--- config.mk ---
export PLATFORM = sky130hd
export DESIGN_NAME = uart_top
export DESIGN_NICKNAME = d
export VERILOG_FILES = /design/src/rtl/uart_top.sv
export SDC_FILE = /design/constraint.sdc
export NUM_CORES = 1
export LEC_CHECK = 0
export ABC_CLOCK_PERIOD_IN_PS = 15800
export CAP_MARGIN = 30
export CORE_MARGIN = 5
export CORE_UTILIZATION = 35
export CTS_CLUSTER_DIAMETER = 100
export DETAILED_ROUTE_END_ITERATION = 16
export PLACE_DENSITY_LB_ADDON = 0.12
export SLEW_MARGIN = 30
export SYNTH_ARGS = -nofsm -noshare
export SYNTH_HDL_FRONTEND = slang
export SYNTH_SLANG_ARGS = --single-unit
--- constraint.sdc ---
create_clock -name i_clk -period 15.8 [get_ports i_clk]
set_input_delay 4.74 -clock i_clk [delete_from_list [all_inputs] [get_ports i_clk]]
set_output_delay 4.74 -clock i_clk [all_outputs]
set_load 0.02 [all_outputs]
--- src/rtl/uart_top.sv ---
// uart_top: full-duplex UART with a byte-wide host port and a fixed 100 MHz baud table.
module uart_top (
  input  logic       i_clk,
  input  logic       i_rst,
  input  logic [3:0] i_baud,
  input  logic       i_write,
  input  logic [1:0] i_read,
  input  logic [7:0] i_byte,
  input  logic       i_rx,
  input  logic       i_eight,
  input  logic       i_pen,
  input  logic       i_ohel,
  output logic       o_TX,
  output logic       o_UART_INTR,
  output logic [7:0] o_UART_DS
);

  localparam int unsigned CNT_W = 19;
  localparam int unsigned TX_W  = 11;
  localparam int unsigned RXB_W = 9;

  localparam logic [1:0] RX_IDLE  = 2'd0;
  localparam logic [1:0] RX_START = 2'd1;
  localparam logic [1:0] RX_DATA  = 2'd2;

  logic [CNT_W-1:0] k_c;
  logic [CNT_W-1:0] half_c;
  logic [TX_W-1:0]  tx_frame_c;
  logic [1:0]       tx_hi_c;
  logic             p7_c;
  logic             p8_c;

  logic [TX_W-1:0]  tx_shift_q, tx_shift_d;
  logic [CNT_W-1:0] tx_cnt_q, tx_cnt_d;
  logic [3:0]       tx_bit_q, tx_bit_d;
  logic             txrdy_q, txrdy_d;

  logic             rx_meta_q, rx_sync_q;
  logic [1:0]       rx_state_q, rx_state_d;
  logic [CNT_W-1:0] rx_cnt_q, rx_cnt_d;
  logic [3:0]       rx_bit_q, rx_bit_d;
  logic [RXB_W-1:0] rx_buf_q, rx_buf_d;
  logic [7:0]       rx_data_q, rx_data_d;
  logic             rxrdy_q, rxrdy_d;
  logic             perr_q, perr_d;
  logic             ferr_q, ferr_d;
  logic             ovf_q, ovf_d;
  logic [3:0]       rx_n_c;
  logic [7:0]       rx_word_c;
  logic             rx_par_c;

  logic             txrdy_dly_q, rxrdy_dly_q;
  logic             intr_q, intr_d;

  // Clocks per bit for the selected rate; half-bit used to find the start-bit centre.
  always_comb begin
    case (i_baud)
      4'd0:    k_c = CNT_W'(333333);
      4'd1:    k_c = CNT_W'(83333);
      4'd2:    k_c = CNT_W'(41667);
      4'd3:    k_c = CNT_W'(20833);
      4'd4:    k_c = CNT_W'(10417);
      4'd5:    k_c = CNT_W'(5208);
      4'd6:    k_c = CNT_W'(2604);
      4'd7:    k_c = CNT_W'(1736);
      4'd8:    k_c = CNT_W'(868);
      4'd9:    k_c = CNT_W'(434);
      4'd10:   k_c = CNT_W'(217);
      default: k_c = CNT_W'(109);
    endcase
    half_c = k_c >> 1;
  end

  // Build the 11-bit transmit frame: start, D0..D6, two config-dependent bits, stop.
  always_comb begin
    p7_c = (^i_byte[6:0]) ^ i_ohel;
    p8_c = (^i_byte) ^ i_ohel;
    case ({i_eight, i_pen})
      2'b00:   tx_hi_c = 2'b11;
      2'b01:   tx_hi_c = {1'b1, p7_c};
      2'b10:   tx_hi_c = {1'b1, i_byte[7]};
      default: tx_hi_c = {p8_c, i_byte[7]};
    endcase
    tx_frame_c = {1'b1, tx_hi_c, i_byte[6:0], 1'b0};
  end

  // Transmit engine: load on write when ready, shift one bit every K clocks.
  always_comb begin
    tx_shift_d = tx_shift_q;
    tx_cnt_d   = tx_cnt_q;
    tx_bit_d   = tx_bit_q;
    txrdy_d    = txrdy_q;
    if (txrdy_q) begin
      if (i_write) begin
        tx_shift_d = tx_frame_c;
        tx_cnt_d   = '0;
        tx_bit_d   = '0;
        txrdy_d    = 1'b0;
      end
    end else if (tx_cnt_q == k_c - CNT_W'(1)) begin
      tx_cnt_d   = '0;
      tx_shift_d = {1'b1, tx_shift_q[TX_W-1:1]};
      if (tx_bit_q == 4'd10) txrdy_d = 1'b1;
      else                   tx_bit_d = tx_bit_q + 4'd1;
    end else begin
      tx_cnt_d = tx_cnt_q + CNT_W'(1);
    end
  end

  // Received word and parity bit as laid out in the sample buffer.
  always_comb begin
    rx_n_c    = (i_eight ? 4'd8 : 4'd7) + {3'b000, i_pen} + 4'd1;
    rx_word_c = i_eight ? rx_buf_q[7:0] : {1'b0, rx_buf_q[6:0]};
    rx_par_c  = i_eight ? rx_buf_q[8] : rx_buf_q[7];
  end

  // Receive FSM and host-visible flags; a completing frame overrides a read clear.
  always_comb begin
    rx_state_d = rx_state_q;
    rx_cnt_d   = rx_cnt_q;
    rx_bit_d   = rx_bit_q;
    rx_buf_d   = rx_buf_q;
    rx_data_d  = rx_data_q;
    rxrdy_d    = rxrdy_q;
    perr_d     = perr_q;
    ferr_d     = ferr_q;
    ovf_d      = ovf_q;
    if (i_read[0]) begin
      rxrdy_d = 1'b0;
      perr_d  = 1'b0;
      ferr_d  = 1'b0;
      ovf_d   = 1'b0;
    end
    case (rx_state_q)
      RX_IDLE: begin
        if (!rx_sync_q) begin
          rx_state_d = RX_START;
          rx_cnt_d   = '0;
        end
      end
      RX_START: begin
        if (rx_cnt_q == half_c - CNT_W'(1)) begin
          rx_cnt_d   = '0;
          rx_bit_d   = '0;
          rx_state_d = rx_sync_q ? RX_IDLE : RX_DATA;
        end else begin
          rx_cnt_d = rx_cnt_q + CNT_W'(1);
        end
      end
      RX_DATA: begin
        if (rx_cnt_q == k_c - CNT_W'(1)) begin
          rx_cnt_d = '0;
          if (rx_bit_q == rx_n_c - 4'd1) begin
            rx_state_d = RX_IDLE;
            rx_data_d  = rx_word_c;
            perr_d     = i_pen && (rx_par_c != ((^rx_word_c) ^ i_ohel));
            ferr_d     = ~rx_sync_q;
            ovf_d      = rxrdy_q;
            rxrdy_d    = 1'b1;
          end else begin
            rx_buf_d[rx_bit_q] = rx_sync_q;
            rx_bit_d           = rx_bit_q + 4'd1;
          end
        end else begin
          rx_cnt_d = rx_cnt_q + CNT_W'(1);
        end
      end
      default: rx_state_d = RX_IDLE;
    endcase
  end

  // Interrupt on a rising edge of either ready flag.
  always_comb begin
    intr_d = (txrdy_q & ~txrdy_dly_q) | (rxrdy_q & ~rxrdy_dly_q);
  end

  // State registers with synchronous reset.
  always_ff @(posedge i_clk) begin
    if (i_rst) begin
      tx_shift_q  <= '1;
      tx_cnt_q    <= '0;
      tx_bit_q    <= '0;
      txrdy_q     <= 1'b1;
      rx_meta_q   <= 1'b1;
      rx_sync_q   <= 1'b1;
      rx_state_q  <= RX_IDLE;
      rx_cnt_q    <= '0;
      rx_bit_q    <= '0;
      rx_buf_q    <= '0;
      rx_data_q   <= '0;
      rxrdy_q     <= 1'b0;
      perr_q      <= 1'b0;
      ferr_q      <= 1'b0;
      ovf_q       <= 1'b0;
      txrdy_dly_q <= 1'b1;
      rxrdy_dly_q <= 1'b0;
      intr_q      <= 1'b0;
    end else begin
      tx_shift_q  <= tx_shift_d;
      tx_cnt_q    <= tx_cnt_d;
      tx_bit_q    <= tx_bit_d;
      txrdy_q     <= txrdy_d;
      rx_meta_q   <= i_rx;
      rx_sync_q   <= rx_meta_q;
      rx_state_q  <= rx_state_d;
      rx_cnt_q    <= rx_cnt_d;
      rx_bit_q    <= rx_bit_d;
      rx_buf_q    <= rx_buf_d;
      rx_data_q   <= rx_data_d;
      rxrdy_q     <= rxrdy_d;
      perr_q      <= perr_d;
      ferr_q      <= ferr_d;
      ovf_q       <= ovf_d;
      txrdy_dly_q <= txrdy_q;
      rxrdy_dly_q <= rxrdy_q;
      intr_q      <= intr_d;
    end
  end

  assign o_TX        = tx_shift_q[0];
  assign o_UART_INTR = intr_q;
  assign o_UART_DS   = i_read[1] ? {3'b000, ovf_q, ferr_q, perr_q, txrdy_q, rxrdy_q}
                                 : rx_data_q;

endmodule

==> summary.md <==
| Metric | Value |
|---|---|
| Post-synthesis sequential area ratio | `25.92%` |
| Crit Path Class | `in2out` |
| CP endpoint kind | `primary output` |
| Reg-to-reg critical path endpoint | `ferr_q` |
| Synth top cells by count | `dfxtp_1, nand2_1, clkbuf_1, nand3_1` |
| Core area | `18,580 um2` |
| CP Launch Type | `input port` |
| Worst-path fanout max | `8` |
| H-tree depth | `3` |
| Maximum vdd drop | `0.00004761 V` |
| Flop2flop setup slack | `12,390 ps` |
| Number of synthesized flops with an enable pin | `0` |
| Rows | `50` |
| Largest net degree at the start of global routing | `54` |
| Hold Buf Count CTS | `0` |
| Clk root buf | `clkbuf_16` |
| Count leader, synth | `dfxtp_1` |
| Most Frequent Cell on Critical Path | `clkdlybuf4s50_1` |
| Final #Nets | `866` |
| CP required | `11,060 ps` |
| Cell taking the most area after synthesis | `dfxtp_1` |
| Syn_area_per_cell | `7.834 um2` |
| Worst Reg2Reg Path Length in Cells | `8` |
| CTS tree | `yes` |
| # Max-Cap Violations | `0` |
| Worst min-delay path endpoint | `rx_sync_q` |
| Vias per inst | `5.707` |
| Initial antenna violation count | `0` |
| Mapped cell area | `6565 um2` |
| Crit path cell chain | `clkdlybuf4s50_1 > mux2_2 > clkdlybuf4s50_1` |
| Cells after synthesis | `838` |
| Hpwl dp | `13,650 um` |
| Max Clock Skew | `8.329 ps` |
| HP Class | `reg2reg` |
| Tot GR Track Use | `17.13%` |
| First-pass GRT wire length | `30,350 um` |
| DRC violations left | `0` |
| I/O Buffers | `30` |
| Post-DRT Antenna Nets | `0` |
| Crit-path leading delay family | `buffers and inverters` |
| Hold Vio Cnt, Final | `0` |
| Pwr Total | `0.0005666 W` |
| Crit path buffers/inverters | `2` |
| Crit path largest cell delay | `660 ps` |
| Final Wtd Congestion | `0.8812` |
| Relative slew slack | `43.71%` |
| Slew Limit Fails | `0` |
| Worst-path clk slew | `70 ps` |
| YS warnings | `0` |
| Fin crit period | `11,060 ps` |
| Setup total negative slack | `0 ps` |
| Post-cts gate resize count | `0` |
| Synth Net Count | `883` |
| Power Dens Cells | `77.99 nW/um2` |
| Routed WL per cell | `17.66 um` |
| Synth Flop Type | `dfxtp_1` |
| Layout cells sized above 1 | `7.758%` |
| Clock Latency Late Sink | `350 ps` |
| Status | `complete, no violations` |
| Synth top area cells | `dfxtp_1, xnor2_1, ha_1, mux2i_1, nand2_1` |
| Die X | `147.0 um` |
| Final WL | `18,700 um` |
| Critical Path Slowest Stage Cell | `clkdlybuf4s50_1` |
| Register bit total from synthesis | `85` |
| Starting density of the core | `35.33%` |
| Hold path depth | `1` |
| Ratio of final minimum period to clock period | `70.02%` |
| DP Worst Slack | `4730 ps` |
| # diodes | `0` |
| Maximum clock insertion buffer count | `2` |
| Placed Cells | `1,044` |
| Die area | `21,600 um2` |
| Top-area cell type share of the netlist area | `25.92%` |
| Synth cell types | `77` |
| Utilization after layout | `39.10%` |
| Final WS setup | `4737 ps` |
| Synth-to-Final Area Change | `10.65%` |
| Vias in the first global route | `5,611` |
| Global route overflow | `0` |
| Async set-reset flop share out of synthesis | `0%` |
| Min-delay src | `rx_meta_q` |
| Reg2reg start | `rx_cnt_q[2]` |
| FMAX | `90.39 MHz` |
| RSZ-0062 raised after global routing | `no` |
| Router iterations before antenna repair | `5` |
| CTS Buf Count | `9` |
| Worst Tran Pin Value | `836.6 ps` |
| CTS Sinks | `85` |
| Post-CTS Setup Repair Bufs | `0` |
| Routed vias | `6,044` |
| Io pins | `31` |
| Die Ht | `147.0 um` |
| CP Data Arrival Time | `6320 ps` |
| Setup violations, final | `0` |
| Leakage | `2.595 nW` |
| Cell Count, Final, Fillers Out | `1,059` |
| DR iter-0 viols | `452` |
[worst reg2reg max path, stage by stage, from the launching register on]
cell and delay [ps]:
dfxtp_1 590, xnor2_1 220, o21ai_0 120, nor4_1 370, nand3_1 130, nor4_1 760, nand4_1 560, or3_1 480
a21oi_1 120
[layout by cell type, fill, tap and decap left out, types with 9 or more instances in the layout]
cell | Yosys | final
mux2_2 | 9 | 9
a21oi_1 | 40 | 40
nand3_1 | 48 | 48
and3_1 | 16 | 16
dfxtp_1 | 85 | 85
o21ai_0 | 44 | 44
o31ai_1 | 9 | 9
nor2_1 | 38 | 37
xnor2_1 | 44 | 44
ha_1 | 24 | 24
inv_1 | 34 | 34
nor3_1 | 19 | 19
a211oi_1 | 18 | 18
clkbuf_16 | 0 | 9
xor2_1 | 19 | 19
nor2b_1 | 24 | 24
mux2i_1 | 28 | 28
a31oi_1 | 9 | 9
buf_4 | 3 | 10
clkdlybuf4s50_1 | 0 | 30
or2_2 | 13 | 13
nand2_1 | 71 | 71
a21o_1 | 13 | 13
nand2b_1 | 17 | 17
nand4_1 | 20 | 20
a221oi_1 | 11 | 11
[metrics by stage]
stage	cell area (um2)	hold slack, ps
finish	7264	410.2
global route	7264	425.3
CTS	7264	411.4
detailed placement	6943	394.4
global placement	6940	395.8
floorplan	6565	389.5
[worst max path at each step]
stage / startpoint / endpoint / slack (ps) / cells past startpoint
floorplan: i_read[1] / o_UART_DS[0] / 5650 / 2
global placement: i_read[1] / o_UART_DS[0] / 4740 / 3
detailed placement: i_read[1] / o_UART_DS[3] / 4730 / 3
CTS: i_read[1] / o_UART_DS[0] / 4720 / 3
global route: i_read[1] / o_UART_DS[3] / 4690 / 3
finish: i_read[1] / o_UART_DS[0] / 4740 / 3
[cell type report]
cell class / instances / area (um2)
flip-flops and latches: 85 / 1702
inverters: 34 / 127.6
fillers: 1919 / 11320
clock buffers: 9 / 225.2
repair buffers: 40 / 375.4
well taps: 234 / 292.8
clock inverters: 6 / 96.34
multi-input cells: 651 / 4446
[report_power, final]
| group | leakage, nW | internal [W] | switching, W |
|---|---|---|---|
| Sequential | 0.688 | 0.000218 | 0.00000252 |
| Clock | 0.154 | 0.000140 | 0.0000952 |
| Combinational | 1.75 | 0.0000429 | 0.0000684 |
| Total | 2.60 | 0.000400 | 0.000166 |
[registers in the layout (all words and copies together), names as in the netlist]
name         cells
rxrdy_dly_q      1
rx_cnt_q        19
rx_meta_q        1
ovf_q            1
rxrdy_q          1
ferr_q           1
txrdy_q          1
perr_q           1
tx_bit_q         4
rx_state_q       2
tx_shift_q      10
txrdy_dly_q      1
tx_cnt_q        19
rx_sync_q        1
rx_data_q        8
o_UART_INTR      1
rx_buf_q         9
rx_bit_q         4
[cell families after synthesis]
logic type | count (synthesis) | share of synthesized area (%)
and+or+nand+nor | 315 | 26.03
AOI/OAI and AO/OA | 211 | 22.60
buffers and inverters | 102 | 6.404
DFF | 85 | 25.92
xor gates and xnor gates | 64 | 8.653
muxes | 37 | 5.813
adders and majority gates | 24 | 4.574
[per-layer routing]
layer / routed length, um / global-route usage (%) / share of wire (%)
met5: 0 / 0 / 0
met4: 268 / 4.520 / 1.4
met3: 743 / 2.961 / 4.0
met2: 8681 / 27.36 / 46
met1: 9005 / 23.97 / 48
Note: power is estimated with default switching activity, not from simulation.
